<file path="config.mk">
export PLATFORM = sky130hd
export DESIGN_NAME = alu_issue_stage
export DESIGN_NICKNAME = d
export VERILOG_FILES = /design/src/rtl/alu_pkg.sv /design/src/rtl/alu_regfile.sv /design/src/rtl/alu_issue_stage.sv
export SDC_FILE = /design/constraint.sdc
export NUM_CORES = 1
export LEC_CHECK = 0
export BUFFER_PORTS_ARGS = -buffer_cell sky130_fd_sc_hd__buf_2
export CAP_MARGIN = 20
export CORE_MARGIN = 2
export CORE_UTILIZATION = 56
export CTS_BUF_LIST = sky130_fd_sc_hd__clkbuf_16
export DETAILED_ROUTE_END_ITERATION = 8
export MAX_ROUTING_LAYER = met4
export PLACE_DENSITY = 0.87
export SKIP_LAST_GASP = 1
export SYNTH_ARGS = -nofsm -noshare
export SYNTH_HDL_FRONTEND = slang
export SYNTH_SLANG_ARGS = --single-unit
</file>
<file path="constraint.sdc">
create_clock -name clk -period 3 [get_ports clk]
set_input_delay 0.9 -clock clk [delete_from_list [all_inputs] [get_ports clk]]
set_output_delay 0.9 -clock clk [all_outputs]
set_load 0.02 [all_outputs]
</file>
<file path="src/rtl/alu_pkg.sv">
// -----------------------------------------------------------------------------
// alu_pkg
// Shared definitions for the ALU issue stage: command opcodes, ALU function
// selects, default widths and a helper that classifies opcodes.
// -----------------------------------------------------------------------------
package alu_pkg;

  localparam int DW    = 16;
  localparam int NREGS = 4;
  localparam int RW    = $clog2(NREGS);

  // Command opcodes presented on cmd_op; both 6 and 7 are NOPs.
  typedef enum logic [2:0] {
    OP_ADD  = 3'd0,
    OP_SHL  = 3'd1,
    OP_SHR  = 3'd2,
    OP_NAND = 3'd3,
    OP_LDI  = 3'd4,
    OP_ADDI = 3'd5,
    OP_NOP  = 3'd6,
    OP_NOP7 = 3'd7
  } op_e;

  // Function selects understood by the downstream ALU.
  typedef enum logic [1:0] {
    FS_ADD  = 2'd0,
    FS_SHL  = 2'd1,
    FS_SHR  = 2'd2,
    FS_NAND = 2'd3
  } fs_e;

  // True for every opcode that produces a register write and a wb pulse.
  function automatic logic op_writes(input logic [2:0] op);
    logic res;
    case (op)
      3'd0, 3'd1, 3'd2, 3'd3, 3'd4, 3'd5: res = 1'b1;
      default:                             res = 1'b0;
    endcase
    return res;
  endfunction

endpackage

</file>
<file path="src/rtl/alu_regfile.sv">
// -----------------------------------------------------------------------------
// alu_regfile
// NREGS x DW register file: two asynchronous read ports for operand fetch,
// one asynchronous debug read port and a single synchronous write port.
// Synchronous active-high reset clears every entry.
// Ports:
//   clk, i_rst              clock / synchronous reset
//   i_we, i_waddr, i_wdata  write port
//   i_raddr_a / o_rdata_a   operand A read
//   i_raddr_b / o_rdata_b   operand B read
//   i_dbg_sel / o_dbg_data  debug read
// -----------------------------------------------------------------------------
module alu_regfile #(
  parameter int DW    = 16,
  parameter int NREGS = 4,
  localparam int RW   = $clog2(NREGS)
) (
  input  logic          clk,
  input  logic          i_rst,
  input  logic          i_we,
  input  logic [RW-1:0] i_waddr,
  input  logic [DW-1:0] i_wdata,
  input  logic [RW-1:0] i_raddr_a,
  output logic [DW-1:0] o_rdata_a,
  input  logic [RW-1:0] i_raddr_b,
  output logic [DW-1:0] o_rdata_b,
  input  logic [RW-1:0] i_dbg_sel,
  output logic [DW-1:0] o_dbg_data
);

  logic [DW-1:0] r_mem [NREGS];

  // Storage: clear on reset, otherwise at most one write per cycle.
  always_ff @(posedge clk) begin
    if (i_rst) begin
      for (int i = 0; i < NREGS; i++) begin
        r_mem[i] <= {DW{1'b0}};
      end
    end else if (i_we) begin
      r_mem[i_waddr] <= i_wdata;
    end
  end

  assign o_rdata_a  = r_mem[i_raddr_a];
  assign o_rdata_b  = r_mem[i_raddr_b];
  assign o_dbg_data = r_mem[i_dbg_sel];

endmodule

</file>
<file path="src/rtl/alu_issue_stage.sv">
// -----------------------------------------------------------------------------
// alu_issue_stage
// Issue/operand stage feeding an external 16-bit combinational ALU.
// Commands arrive on a valid/ready handshake, operands come from a small
// register file (with forwarding from the result currently in E), and each
// result is written back and announced on a valid/ready writeback port.
//
// Pipeline:  E (e_valid/e_op/e_dst, drives alu_fs/a/b)  ->  W (wb_valid/dst/data)
//
// Ports:
//   clk, rst                       clock / synchronous active-high reset
//   cmd_valid/ready, cmd_op/dst/   command handshake and fields
//     srca/srcb/imm
//   alu_fs/a/b (out), alu_c (in)   registered ALU operands, ALU result
//   wb_valid/ready, wb_dst/data    writeback notification handshake
//   dbg_sel / dbg_data             combinational register-file peek
// -----------------------------------------------------------------------------
module alu_issue_stage #(
  parameter int DW    = 16,
  parameter int NREGS = 4,
  localparam int RW   = $clog2(NREGS)
) (
  input  logic          clk,
  input  logic          rst,
  input  logic          cmd_valid,
  output logic          cmd_ready,
  input  logic [2:0]    cmd_op,
  input  logic [RW-1:0] cmd_dst,
  input  logic [RW-1:0] cmd_srca,
  input  logic [RW-1:0] cmd_srcb,
  input  logic [DW-1:0] cmd_imm,
  output logic [1:0]    alu_fs,
  output logic [DW-1:0] alu_a,
  output logic [DW-1:0] alu_b,
  input  logic [DW-1:0] alu_c,
  output logic          wb_valid,
  input  logic          wb_ready,
  output logic [RW-1:0] wb_dst,
  output logic [DW-1:0] wb_data,
  input  logic [RW-1:0] dbg_sel,
  output logic [DW-1:0] dbg_data
);

  import alu_pkg::*;

  // E stage
  logic          r_e_valid;
  logic [2:0]    r_e_op;
  logic [RW-1:0] r_e_dst;
  logic [1:0]    r_alu_fs;
  logic [DW-1:0] r_alu_a;
  logic [DW-1:0] r_alu_b;

  // W stage
  logic          r_wb_valid;
  logic [RW-1:0] r_wb_dst;
  logic [DW-1:0] r_wb_data;

  // Control
  logic          w_stall;
  logic          w_e_advance;
  logic          w_cmd_ready;
  logic          w_accept;
  logic          w_e_writes;
  logic          w_rf_we;

  // Operand path
  logic [DW-1:0] w_rf_a;
  logic [DW-1:0] w_rf_b;
  logic [DW-1:0] w_opnd_a;
  logic [DW-1:0] w_opnd_b;
  logic [1:0]    w_nxt_fs;
  logic [DW-1:0] w_nxt_a;
  logic [DW-1:0] w_nxt_b;

  assign w_stall     = r_wb_valid & ~wb_ready;
  assign w_e_advance = r_e_valid & ~w_stall;
  assign w_cmd_ready = ~r_e_valid | ~w_stall;
  assign w_accept    = cmd_valid & w_cmd_ready;

  // E only writes back when it holds a non-NOP op; the write lands on the
  // same edge that E advances.
  assign w_e_writes  = r_e_valid & op_writes(r_e_op);
  assign w_rf_we     = w_e_advance & op_writes(r_e_op);

  alu_regfile #(
    .DW    (DW),
    .NREGS (NREGS)
  ) u_regfile (
    .clk        (clk),
    .i_rst      (rst),
    .i_we       (w_rf_we),
    .i_waddr    (r_e_dst),
    .i_wdata    (alu_c),
    .i_raddr_a  (cmd_srca),
    .o_rdata_a  (w_rf_a),
    .i_raddr_b  (cmd_srcb),
    .o_rdata_b  (w_rf_b),
    .i_dbg_sel  (dbg_sel),
    .o_dbg_data (dbg_data)
  );

  // Forwarding: an accept while E is valid implies E advances on the same
  // edge, so the E result is exactly what R[e_dst] is about to become.
  assign w_opnd_a = (w_e_writes && (r_e_dst == cmd_srca)) ? alu_c : w_rf_a;
  assign w_opnd_b = (w_e_writes && (r_e_dst == cmd_srcb)) ? alu_c : w_rf_b;

  // Map the incoming command onto ALU function select and operands.
  always_comb begin
    w_nxt_fs = FS_ADD;
    w_nxt_a  = {DW{1'b0}};
    w_nxt_b  = {DW{1'b0}};
    case (op_e'(cmd_op))
      OP_ADD, OP_SHL, OP_SHR, OP_NAND: begin
        w_nxt_fs = cmd_op[1:0];
        w_nxt_a  = w_opnd_a;
        w_nxt_b  = w_opnd_b;
      end
      OP_LDI: begin
        w_nxt_fs = FS_ADD;
        w_nxt_a  = cmd_imm;
        w_nxt_b  = {DW{1'b0}};
      end
      OP_ADDI: begin
        w_nxt_fs = FS_ADD;
        w_nxt_a  = w_opnd_a;
        w_nxt_b  = cmd_imm;
      end
      OP_NOP, OP_NOP7: begin
        w_nxt_fs = FS_ADD;
        w_nxt_a  = {DW{1'b0}};
        w_nxt_b  = {DW{1'b0}};
      end
      default: begin
        w_nxt_fs = FS_ADD;
        w_nxt_a  = {DW{1'b0}};
        w_nxt_b  = {DW{1'b0}};
      end
    endcase
  end

  // E stage: load on accept, drain on advance, otherwise hold (ALU inputs
  // stay steady while stalled).
  always_ff @(posedge clk) begin
    if (rst) begin
      r_e_valid <= 1'b0;
      r_e_op    <= 3'd0;
      r_e_dst   <= {RW{1'b0}};
      r_alu_fs  <= 2'd0;
      r_alu_a   <= {DW{1'b0}};
      r_alu_b   <= {DW{1'b0}};
    end else if (w_accept) begin
      r_e_valid <= 1'b1;
      r_e_op    <= cmd_op;
      r_e_dst   <= cmd_dst;
      r_alu_fs  <= w_nxt_fs;
      r_alu_a   <= w_nxt_a;
      r_alu_b   <= w_nxt_b;
    end else if (w_e_advance) begin
      r_e_valid <= 1'b0;
    end
  end

  // W stage: a new result takes priority over clearing, so back-to-back
  // results stream without a bubble.
  always_ff @(posedge clk) begin
    if (rst) begin
      r_wb_valid <= 1'b0;
      r_wb_dst   <= {RW{1'b0}};
      r_wb_data  <= {DW{1'b0}};
    end else if (w_rf_we) begin
      r_wb_valid <= 1'b1;
      r_wb_dst   <= r_e_dst;
      r_wb_data  <= alu_c;
    end else if (r_wb_valid && wb_ready) begin
      r_wb_valid <= 1'b0;
    end
  end

  assign cmd_ready = w_cmd_ready;
  assign alu_fs    = r_alu_fs;
  assign alu_a     = r_alu_a;
  assign alu_b     = r_alu_b;
  assign wb_valid  = r_wb_valid;
  assign wb_dst    = r_wb_dst;
  assign wb_data   = r_wb_data;

endmodule
</file>
==> flow_summary.yaml <==
run_status:
  status: "finished, final reports clean"
cells_and_area:
  antenna_cells: 0
  final_nets: 663
  area_delta_synth_final_pct: 18.6
  final_layout_size_suffix_gt1_share_pct: 36.6
  final_util_pct: 67.6
  instances_no_fill: 772
critical_path:
  rr_endpoint: "u_regfile.r_mem[1][4]"
  cp-startpoint: "dbg_sel[0]"
  cp_common_cell: "buf_2"
  path_depth: 4
  critical-path-top-delay-family: "buffers and inverters"
  startpoint_type: "primary input"
  cpMaxStageDelayCell: "mux4_2"
  worstPathMaxFanout: 8
  endpoint_kind: "output port"
  crit_arrival_ns: 1.97
  path_buf_inv: 3
  crit_path_end: "dbg_data[13]"
  worstPathRequired_ns: 2.10
  r2r_setup_slack_ns: 0.95
  critical_path.cell_chain: "buf_2 > buf_12 > mux4_2 > buf_2"
  path_class: "in -> out"
  rr_worst_depth: 4
  critPathMaxStageDelay_ns: 0.50
  r2r_start: "r_e_valid"
logic_synthesis:
  synth_edf_count: 64
  yosys.area.top_type_share_pct: 29.7
  yosysSeqAreaShare_pct: 47.6
  syn_nets: 552
  synth.distinct_cells: 39
  async_flop_share_pct: 0
  ys_seq_elements: 122
  ys_top_cells_by_count: "and2_1 (64), edfxtp_1 (64), dfxtp_1 (58)"
  synthTopCellsByArea: "edfxtp_1 (30%), dfxtp_1 (18%), mux4_2 (17%), and2_1 (6.2%), mux2i_1 (4.9%)"
  yosysWarnings: 0
  synth_area_um2: 6480
  synth-main-ff-cell: "edfxtp_1"
  synthCells: 505
  yosysTopAreaCell: "edfxtp_1"
  syn_area_per_cell_um2: 12.8
grt:
  grt_pass1_wl_um: 26300
  antenna_found_initial: 0
  grt_usage_pct: 28.3
  overflow: 0
  grt_max_degree: 45
  grt_pass1_vias: 4877
sta:
  max_slew_margin_pct: 38.3
  fin_worst_skew_ns: 0.00464
  min_period_ns: 2.87
  min_period_over_period_pct: 95.5
  rsz0062_at_grt: "false"
  slew_violations: 0
  hold_viol: 0
  setup_viol: 0
  tightest_slew_ns: 0.926
  max_freq_ghz: 0.349
  tns_ns: 0
  hold_ws_ns: 0.449
clock_network:
  cts_hold_buf: 0
  clk_pin_slew_worst_paths_ns: 0.05
  cts_tree: "built"
  cts_buffer_depth: 2
  h-tree-depth: 4
  cts_setup_buffers: 0
  cts_inserted_buffers: 17
  worstSkewPairLatency_ns: 0.42
  clock-sinks: 122
  root_buffer: "clkbuf_16"
  ctsResizeCount: 0
place:
  gp_congestion: 1.03
  io_buffers: 116
  hpwlAfterDp_um: 12200
  dp_cells: 740
drt:
  wl_per_cell_um: 21.7
  postRouteAntennaNets: 0
  drtPass1Iterations: 5
  drt_iter0_markers: 561
  vias_per_cell: 6.48
  vias: 5002
  remaining_drc_errors: 0
  wl_um: 16700
die:
  start_util_pct: 57.0
  core_um2: 11400
  ios: 117
  dieWidth_um: 112
  die_h_um: 112
  dieArea_um2: 12400
  std_cell_rows: 39
power_and_ir_drop:
  total_power_mw: 4.50
  p_int_mw: 3.28
  p_clk_share_pct: 42.1
  ir_drop_mv: 0.376
  power_density_nw_per_um2: 585
  power_leakage_nw: 3.39
  p_seq_share_pct: 43.2
  power_switching_mw: 1.22
  p_comb_share_pct: 14.7
  sw_frac_of_total_pct: 27.1
run:
  max_cap_violations: 0
worst_hold_path:
  hp-class: "reg -> reg"
[stage by stage]
stage | setup WS, ns | area (µm²)
floorplan | 0.0717 | 6480
global placement | 0.160 | 7130
detailed placement | 0.137 | 7130
CTS | 0.133 | 7690
global route | 0.0916 | 7690
finish | 0.135 | 7690
[sequential cells by signal, summed over array words and instances (netlist names)]
register and cells:
r_e_dst 2, r_e_op 2, wb_dst 2, u_regfile.r_mem 64, alu_a 16, alu_fs 2, wb_data 16, r_e_valid 1
wb_valid 1, alu_b 16
[layer usage]
layer	vias up	part of all wire [%]	GRT usage [%]
met5	-	0	-
met3	71	10	7.57
met1	2390	39	35.7
met2	369	47	43.5
met4	0	3.9	12.1
li1	2172	-	-
[cell type report]
type,instances,area (µm²)
Sequential cell,122,3080
Tap cell,143,179
Multi-Input combinational cell,306,3000
Fill cell,777,3680
Timing Repair Buffer,136,743
Clock inverter,15,128
Inverter,33,124
Clock buffer,17,425
[cells by family after synthesis]
family / count (synthesis) / synth area share, %
AOI/OAI and AO/OA: 127 / 14.4
xor gates and xnor gates: 4 / 0.541
buffers and inverters: 77 / 6.04
DFF: 122 / 47.6
muxes: 80 / 21.6
and+or+nand+nor: 95 / 9.75
[worst min path at each step]
stage | from | endpoint | slack (ns) | depth (start not counted)
floorplan | r_e_op[1] | r_e_op[1] | 0.46 | 2
global placement | wb_data[9] | wb_data[9] | 0.43 | 1
detailed placement | wb_data[13] | wb_data[13] | 0.44 | 1
CTS | wb_data[12] | wb_data[12] | 0.45 | 1
global route | wb_data[13] | wb_data[13] | 0.46 | 1
finish | wb_data[12] | wb_data[12] | 0.45 | 1
[cell usage in the layout (no fill, tap or decap), types with 3 or more instances in the layout]
cell type and n:
a211oi_1 31, a21o_1 16, a21oi_1 40, a221o_1 30, and2_1 64, and3b_1 3, buf_2 116, buf_4 19
clkbuf_16 17, clkinv_2 5, clkinvlp_4 5, dfxtp_1 58, edfxtp_1 64, inv_1 32, mux2i_1 32, mux4_2 48
nand2_1 12, nor3b_4 3, or2_2 3, xnor2_1 4
[worst reg2reg max path: stages (launching register included)]
cell and delay [ns]:
dfxtp_1 0.37, a21bo_2 0.27, nor3b_4 0.31, and3b_4 0.36, or2_2 0.40
[power by group through the flow]
stage	registers [mW]	logic [mW]	clock network [mW]
after floorplan	1.99	0.400	0
after global placement	1.96	0.631	0
after detailed placement	1.97	0.651	0
after CTS	1.94	0.657	1.91
after global routing	1.95	0.704	1.99
final	1.94	0.661	1.90
Power figures use the tool's default switching activity.
